**src/rtl/bnn_pkg.sv**
```systemverilog
`default_nettype none
// ============================================================================
// Module   : bnn_pkg
// Brief    : Shared BNN constants (conv3 map size, FC word width) and FSM states
// Revision : 1.0
// ============================================================================
package bnn_pkg;

    localparam int c_CONV3_W = 12;
    localparam int c_CONV3_H = 12;
    localparam int c_FC_WORD = 12;

    typedef enum logic [1:0] {
        S_IDLE  = 2'd0,
        S_RUN   = 2'd1,
        S_FLUSH = 2'd2
    } state_t;

endpackage
`default_nettype wire

```
**src/rtl/bnn_pool_collector_if.sv**
```systemverilog
`default_nettype none
// ============================================================================
// Module   : bnn_pool_collector_if
// Brief    : Pool window stream in, packed FC words out
// Revision : 1.0
// ============================================================================
interface bnn_pool_collector_if import bnn_pkg::*; #(
    parameter int WORD = c_FC_WORD
);
    logic            iSTART;
    logic            iSEL_AND;
    logic            iDATA_OR;
    logic            iDATA_AND;
    logic [WORD-1:0] oWORD;
    logic            oVALID;
    logic            oDONE;
    logic            oBUSY;

    modport master (
        output iSTART, iSEL_AND, iDATA_OR, iDATA_AND,
        input  oWORD, oVALID, oDONE, oBUSY
    );

    modport slave (
        input  iSTART, iSEL_AND, iDATA_OR, iDATA_AND,
        output oWORD, oVALID, oDONE, oBUSY
    );
endinterface
`default_nettype wire

```
**src/rtl/bnn_pos_cnt.sv**
```systemverilog
`default_nettype none
// ============================================================================
// Module   : bnn_pos_cnt
// Brief    : Row/col tracker for a row-major pixel stream with stride-2 capture flag
// Revision : 1.0
// ============================================================================
module bnn_pos_cnt #(
    parameter int W = 12,
    parameter int H = 12
) (
    input  wire logic clk,
    input  wire logic rst,
    input  wire logic i_start,
    input  wire logic i_run,
    output logic      o_last,
    output logic      o_capture
);
    localparam int c_CW = $clog2(W);
    localparam int c_RW = $clog2(H);
    localparam logic [c_CW-1:0] c_COL_MAX = c_CW'(W - 1);
    localparam logic [c_CW-1:0] c_COL_ONE = c_CW'(1);
    localparam logic [c_RW-1:0] c_ROW_MAX = c_RW'(H - 1);
    localparam logic [c_RW-1:0] c_ROW_ONE = c_RW'(1);

    logic [c_CW-1:0] r_col;
    logic [c_RW-1:0] r_row;
    logic            w_active;

    // Pixel (0,0) is consumed in the start cycle itself, so the count resumes at column 1.
    always_ff @(posedge clk) begin
        if (rst) begin
            r_col <= '0;
            r_row <= '0;
        end else if (i_start) begin
            r_col <= c_COL_ONE;
            r_row <= '0;
        end else if (i_run) begin
            if (r_col == c_COL_MAX) begin
                r_col <= '0;
                r_row <= (r_row == c_ROW_MAX) ? '0 : r_row + c_ROW_ONE;
            end else begin
                r_col <= r_col + c_COL_ONE;
            end
        end
    end

    assign w_active  = i_run && !i_start;
    assign o_last    = w_active && (r_col == c_COL_MAX) && (r_row == c_ROW_MAX);
    assign o_capture = w_active && r_col[0] && r_row[0];

endmodule
`default_nettype wire

```
**src/rtl/bnn_pool_collector.sv**
```systemverilog
`default_nettype none
// ============================================================================
// Module   : bnn_pool_collector
// Brief    : Keeps stride-2 max/min-pool windows and packs them LSB-first into FC words
// Revision : 1.0
// ============================================================================
module bnn_pool_collector import bnn_pkg::*; #(
    parameter int W    = c_CONV3_W,
    parameter int H    = c_CONV3_H,
    parameter int WORD = c_FC_WORD
) (
    input wire logic            iCLK,
    input wire logic            iRST,
    bnn_pool_collector_if.slave bus
);
    localparam int c_NWORDS = (W / 2) * (H / 2) / WORD;
    localparam int c_BCW    = $clog2(WORD);
    localparam int c_WCW    = $clog2(c_NWORDS + 1);
    localparam logic [c_BCW-1:0] c_BIT_LAST  = c_BCW'(WORD - 1);
    localparam logic [c_BCW-1:0] c_BIT_ONE   = c_BCW'(1);
    localparam logic [c_WCW-1:0] c_WORD_LAST = c_WCW'(c_NWORDS - 1);
    localparam logic [c_WCW-1:0] c_WORD_ONE  = c_WCW'(1);

    state_t           r_state;
    logic             r_busy;
    logic             r_pend;
    logic             r_valid;
    logic             r_done;
    logic [WORD-1:0]  r_acc;
    logic [WORD-1:0]  r_word;
    logic [WORD-1:0]  w_accNext;
    logic [c_BCW-1:0] r_bitCnt;
    logic [c_WCW-1:0] r_wordCnt;
    logic             w_run;
    logic             w_abort;
    logic             w_last;
    logic             w_capture;
    logic             w_bit;

    assign w_run   = (r_state == S_RUN);
    assign w_abort = w_run && bus.iSTART;
    assign w_bit   = bus.iSEL_AND ? bus.iDATA_AND : bus.iDATA_OR;

    bnn_pos_cnt #(
        .W (W),
        .H (H)
    ) u_posCnt (
        .clk       (iCLK),
        .rst       (iRST),
        .i_start   (bus.iSTART),
        .i_run     (w_run),
        .o_last    (w_last),
        .o_capture (w_capture)
    );

    always_ff @(posedge iCLK) begin
        if (iRST) begin
            r_state <= S_IDLE;
            r_busy  <= 1'b0;
        end else begin
            case (r_state)
                S_IDLE: begin
                    if (bus.iSTART) begin
                        r_state <= S_RUN;
                        r_busy  <= 1'b1;
                    end
                end
                S_RUN: begin
                    if (w_last) begin
                        r_state <= S_FLUSH;
                    end
                end
                S_FLUSH: begin
                    r_state <= bus.iSTART ? S_RUN : S_IDLE;
                    r_busy  <= bus.iSTART;
                end
                default: begin
                    r_state <= S_IDLE;
                    r_busy  <= 1'b0;
                end
            endcase
        end
    end

    always_comb begin
        w_accNext           = r_acc;
        w_accNext[r_bitCnt] = w_bit;
    end

    // A restart mid-frame drops the pending capture and the partial word; in FLUSH the
    // final capture still completes since that path never sees w_abort.
    always_ff @(posedge iCLK) begin
        if (iRST) begin
            r_pend    <= 1'b0;
            r_valid   <= 1'b0;
            r_done    <= 1'b0;
            r_acc     <= '0;
            r_word    <= '0;
            r_bitCnt  <= '0;
            r_wordCnt <= '0;
        end else begin
            r_valid <= 1'b0;
            r_done  <= 1'b0;
            if (w_abort) begin
                r_pend    <= 1'b0;
                r_acc     <= '0;
                r_bitCnt  <= '0;
                r_wordCnt <= '0;
            end else begin
                r_pend <= w_capture;
                if (r_pend) begin
                    if (r_bitCnt == c_BIT_LAST) begin
                        r_word   <= w_accNext;
                        r_valid  <= 1'b1;
                        r_acc    <= '0;
                        r_bitCnt <= '0;
                        if (r_wordCnt == c_WORD_LAST) begin
                            r_done    <= 1'b1;
                            r_wordCnt <= '0;
                        end else begin
                            r_wordCnt <= r_wordCnt + c_WORD_ONE;
                        end
                    end else begin
                        r_acc    <= w_accNext;
                        r_bitCnt <= r_bitCnt + c_BIT_ONE;
                    end
                end
            end
        end
    end

    assign bus.oWORD  = r_word;
    assign bus.oVALID = r_valid;
    assign bus.oDONE  = r_done;
    assign bus.oBUSY  = r_busy;

endmodule
`default_nettype wire

```
**src/flat_wrapper.sv**
```systemverilog
// flat-port wrapper written by rule: the top's interface ports become plain ports
module bnn_pool_collector_flat import bnn_pkg::*;
#(
    parameter int W    = c_CONV3_W,
    parameter int H    = c_CONV3_H,
    parameter int WORD = c_FC_WORD
)
  (iCLK, iRST, bus_iSTART, bus_iSEL_AND, bus_iDATA_OR, bus_iDATA_AND, bus_oWORD, bus_oVALID, bus_oDONE, bus_oBUSY);
  bnn_pool_collector_if #(.WORD(WORD)) bus_i ();
  input wire logic iCLK;
  input wire logic iRST;
  input wire logic [$bits(bus_i.iSTART)-1:0] bus_iSTART;
  input wire logic [$bits(bus_i.iSEL_AND)-1:0] bus_iSEL_AND;
  input wire logic [$bits(bus_i.iDATA_OR)-1:0] bus_iDATA_OR;
  input wire logic [$bits(bus_i.iDATA_AND)-1:0] bus_iDATA_AND;
  output wire logic [$bits(bus_i.oWORD)-1:0] bus_oWORD;
  output wire logic [$bits(bus_i.oVALID)-1:0] bus_oVALID;
  output wire logic [$bits(bus_i.oDONE)-1:0] bus_oDONE;
  output wire logic [$bits(bus_i.oBUSY)-1:0] bus_oBUSY;
  assign bus_i.iSTART = bus_iSTART;
  assign bus_i.iSEL_AND = bus_iSEL_AND;
  assign bus_i.iDATA_OR = bus_iDATA_OR;
  assign bus_i.iDATA_AND = bus_iDATA_AND;
  assign bus_oWORD = bus_i.oWORD;
  assign bus_oVALID = bus_i.oVALID;
  assign bus_oDONE = bus_i.oDONE;
  assign bus_oBUSY = bus_i.oBUSY;
  bnn_pool_collector #(.W(W), .H(H), .WORD(WORD)) u_core (.iCLK(iCLK), .iRST(iRST), .bus(bus_i));
endmodule
```
**config.mk**
```make
export PLATFORM = sky130hd
export DESIGN_NAME = bnn_pool_collector_flat
export DESIGN_NICKNAME = d
export VERILOG_FILES = /design/src/rtl/bnn_pkg.sv /design/src/rtl/bnn_pool_collector_if.sv /design/src/rtl/bnn_pos_cnt.sv /design/src/rtl/bnn_pool_collector.sv /design/src/flat_wrapper.sv
export SDC_FILE = /design/constraint.sdc
export NUM_CORES = 1
export LEC_CHECK = 0
export ABC_AREA = 1
export BUFFER_PORTS_ARGS = -buffer_cell sky130_fd_sc_hd__buf_2
export CORE_UTILIZATION = 25
export DETAILED_ROUTE_END_ITERATION = 7
export PLACE_DENSITY = 0.37
export SETUP_SLACK_MARGIN = 0.02
export SYNTH_ARGS = -nofsm -noshare
export SYNTH_HDL_FRONTEND = slang
export SYNTH_SLANG_ARGS = --single-unit
```
**constraint.sdc**
```tcl
create_clock -name iCLK -period 2.2 [get_ports iCLK]
set_clock_uncertainty 0.05 [all_clocks]
set_input_delay 0.22 -clock iCLK [delete_from_list [all_inputs] [get_ports iCLK]]
set_output_delay 0.22 -clock iCLK [all_outputs]
set_load 0.01 [all_outputs]
```
==> metrics.log <==
[metrics] share of async-settable or async-resettable flops after synthesis: 0
[metrics] # rows: 33
[metrics] Post-Synthesis Cell Area: ~0.0021 sq mm
[metrics] number of antenna-violating nets in the routed design: 0
[metrics] nets in the synthesized netlist: ~330
[metrics] length of the first detailed-routing pass in iterations: 4
[metrics] # DRC: 0
[metrics] WL per Instance: ~11 microns
[metrics] Core Util, Final: 0.2929
[metrics] top-level I/O count: 21
[metrics] count of final hold-check violations: 0
[metrics] TritonCTS clock tree: done
[metrics] Synth Register Bits: 44
[metrics] total design power: 0.001394 W
[metrics] total CTS buffers: 5
[metrics] Port-buffer cells: 20
[metrics] cell depth of the worst flop-to-flop path: 6
[metrics] hold-fix buffer count after cts: 0
[metrics] root buf cell: sky130_fd_sc_hd__clkbuf_8
[metrics] height of the chip: between 90 and 100 microns
[metrics] CP Launch Type: flip-flop
[metrics] nets: 349
[metrics] top area cells in the synthesized netlist: sky130_fd_sc_hd__dfxtp_1 (41%), sky130_fd_sc_hd__nand2_1 (14%), sky130_fd_sc_hd__inv_1 (9.1%), sky130_fd_sc_hd__nor2_1 (7.3%), sky130_fd_sc_hd__a21oi_1 (6.8%)
[metrics] average cell area after synthesis: 6.738 sq um
[metrics] Die Area: about 0.009 sq mm
[metrics] post-cts resize count: 0
[metrics] area added between synthesis and finish: 12.51%
[metrics] pin count of the biggest net entering global routing: 25
[metrics] number of unique standard cell types used by synthesis: 26
[metrics] gr usage total: 0.1238
[metrics] final number of max-transition violations: 0
[metrics] data required time at the worst endpoint: 2.34 ns
[metrics] area of the core: roughly 0.0083 sq mm
[metrics] clock latency at the later pin of the worst-skew pair: between 0.2 and 0.3 ns
[metrics] final global-route overflow total: 0
[metrics] estimated wirelength of the detail-placed design: around 3500 microns
[metrics] most frequent cell after synthesis: sky130_fd_sc_hd__nand2_1
[metrics] H-tree levels: 2
[metrics] global-route wire length before repair: roughly 8500 microns
[metrics] top achievable clock speed: approximately 0.6 GHz
[metrics] Max rail drop VDD: around 230 uV
[metrics] setup repair after global routing missed its margin: false
[metrics] power density over the cells: 576.4 mW/mm^2
[metrics] slew at the pin closest to its max-slew limit: 0.4340 ns
[metrics] number of flops mapped to enable cells by yosys: 0
[metrics] proportion of layout cells with a drive suffix above 1: 0.1065
[metrics] area share of the largest cell type after synthesis: 0.4098
[metrics] number of clock sinks: 44
[metrics] share of synthesized area occupied by flip-flops and latches: 0.4098
[metrics] Setup TNS: 0 ns
[metrics] prevailing post-synth register cell: sky130_fd_sc_hd__dfxtp_1
[metrics] number of cells on the worst hold path: 2
[metrics] HP Class: in -> reg
[metrics] outcome: completed
[metrics] Commonest cells post-synth: sky130_fd_sc_hd__nand2_1 (83), sky130_fd_sc_hd__inv_1 (52), sky130_fd_sc_hd__dfxtp_1 (44)
[metrics] chip width: 94.73 microns
[metrics] pre-CTS setup slack: 0.5244 ns
[metrics] Static Leak: around 1.1 nW
[metrics] MaxCap Viol Count: 0
[metrics] Max transition margin: 0.7099
[metrics] via count of the first global-routing pass: between 1500 and 2000
[metrics] # placed instances: approximately 440
[metrics] non-filler instance count after layout: ~440
[metrics] Final Cycle Share: 0.7481
[metrics] total wire length: 4932 microns
[metrics] number of antenna violations at the first check in global routing: 0
[metrics] vias per std cell: ~4.2
[metrics] Critical Path Fanout Max: 24
[metrics] total setup buffers inserted after CTS: 0
[metrics] Starting DRT DRC Count: between 40 and 50
[metrics] final setup fails: 0
[metrics] initial cell density of the core: 0.2603
[metrics] type of the worst setup path: reg -> reg
[metrics] clk slew on worst S/H paths: around 0.080 ns
[metrics] gp weighted congestion: ~0.71
[metrics] Crit. End Element: flip-flop
[metrics] Max Root-Sink Buffers: 2
[metrics] largest area contributor in the netlist: sky130_fd_sc_hd__dfxtp_1
[metrics] via count: 1864
[metrics] ANT cells: 0
[metrics] minimum period implied by the final worst setup slack: around 1.6 ns
[metrics] post-synthesis cell count: about 320
[metrics] arrival time at the worst endpoint: ~1.8 ns
[metrics] Setup WS post-layout: between 0.5 and 0.6 ns
[metrics] Yosys warnings: 0
==> metrics by stage <==
step / instance area (sq um) / hold slack [ns]
3_3_place_gp: 2328 / 0.3804
5_1_grt: 2419 / 0.1350
6_report: 2419 / 0.1271
4_1_cts: 2419 / 0.1248
2_1_floorplan: 2150 / 0.2469
3_5_place_dp: 2328 / 0.3811
==> worst paths after layout <==
| path | to | slack (ns) | startpoint |
|---|---|---|---|
| worst min-delay path | u_core.r_pend$_SDFF_PP0_ | 0.13 | bus_iSTART |
| worst max-delay path | u_core.bus.oWORD[9]$_SDFFE_PP0P_ | 0.55 | u_core.r_bitCnt[0]$_SDFFE_PP0P_ |
| worst min register to register | u_core.r_acc[11]$_SDFFE_PP0P_ | 0.39 | u_core.r_acc[11]$_SDFFE_PP0P_ |
| worst max register to register | u_core.bus.oWORD[9]$_SDFFE_PP0P_ | 0.55 | u_core.r_bitCnt[0]$_SDFFE_PP0P_ |
==> registers in the layout (all words and copies together), names as in the netlist <==
signal	flops
u_core.r_acc	12
u_core.r_bitCnt	4
u_core.bus.oBUSY	1
u_core.r_state	2
u_core.r_pend	1
u_core.bus.oWORD	12
u_core.u_posCnt.r_row	4
u_core.u_posCnt.r_col	4
u_core.r_wordCnt	2
u_core.bus.oDONE	1
u_core.bus.oVALID	1
==> metal layers <==
metal	global-route usage	up-vias	wire, microns
met4	0.03788	0	65
met1	0.1612	809	2549
li1	-	1021	-
met5	0	-	0
met3	0.02818	8	179
met2	0.2020	26	2137
==> logic make-up after synthesis <==
family / share of synthesized area
AND/OR/NAND/NOR: 0.3265
flip-flops: 0.4098
AO/OA/AOI/OAI: 0.09779
adder cells (fa/ha/maj): 0.03492
XOR/XNOR: 0.008150
buffers and inverters: 0.1228
==> layout by cell type, fill, tap and decap left out, drive strengths merged, types with 2 or more instances in the layout <==
cell / instances
o21ai: 5
buf: 21
inv: 53
a211oi: 2
a21oi: 29
nor3: 2
nor4: 2
nor2: 44
nand3: 29
dfxtp: 44
clkbuf: 8
nand2: 87
ha: 6
xor2: 2
==> layout make-up <==
class / instances / area (sq um)
flip-flops and latches: 44 / 880.8
repair buffers: 21 / 107.6
inverters: 53 / 203.9
well taps: 105 / 131.4
clock buffers: 8 / 90.09
fillers: 938 / 5839
multi-input cells: 212 / 1005
==> power by group <==
group | switching, W | leakage [nW] | internal, W
registers | 0.00000430 | 0.355 | 0.000801
logic | 0.0000415 | 0.687 | 0.0000159
clock network | 0.000275 | 0.0455 | 0.000257
total | 0.000320 | 1.09 | 0.00107
==> worst max-delay path: stages, from the launching register on <==
cell                      delay, ns
sky130_fd_sc_hd__dfxtp_1       0.38
sky130_fd_sc_hd__ha_1          0.29
sky130_fd_sc_hd__nand2_2       0.12
sky130_fd_sc_hd__nor2_4        0.19
sky130_fd_sc_hd__nand2_4       0.21
sky130_fd_sc_hd__a21oi_1       0.24
sky130_fd_sc_hd__nor2_1        0.06
No activity file was read; power rests on OpenSTA's default activity.
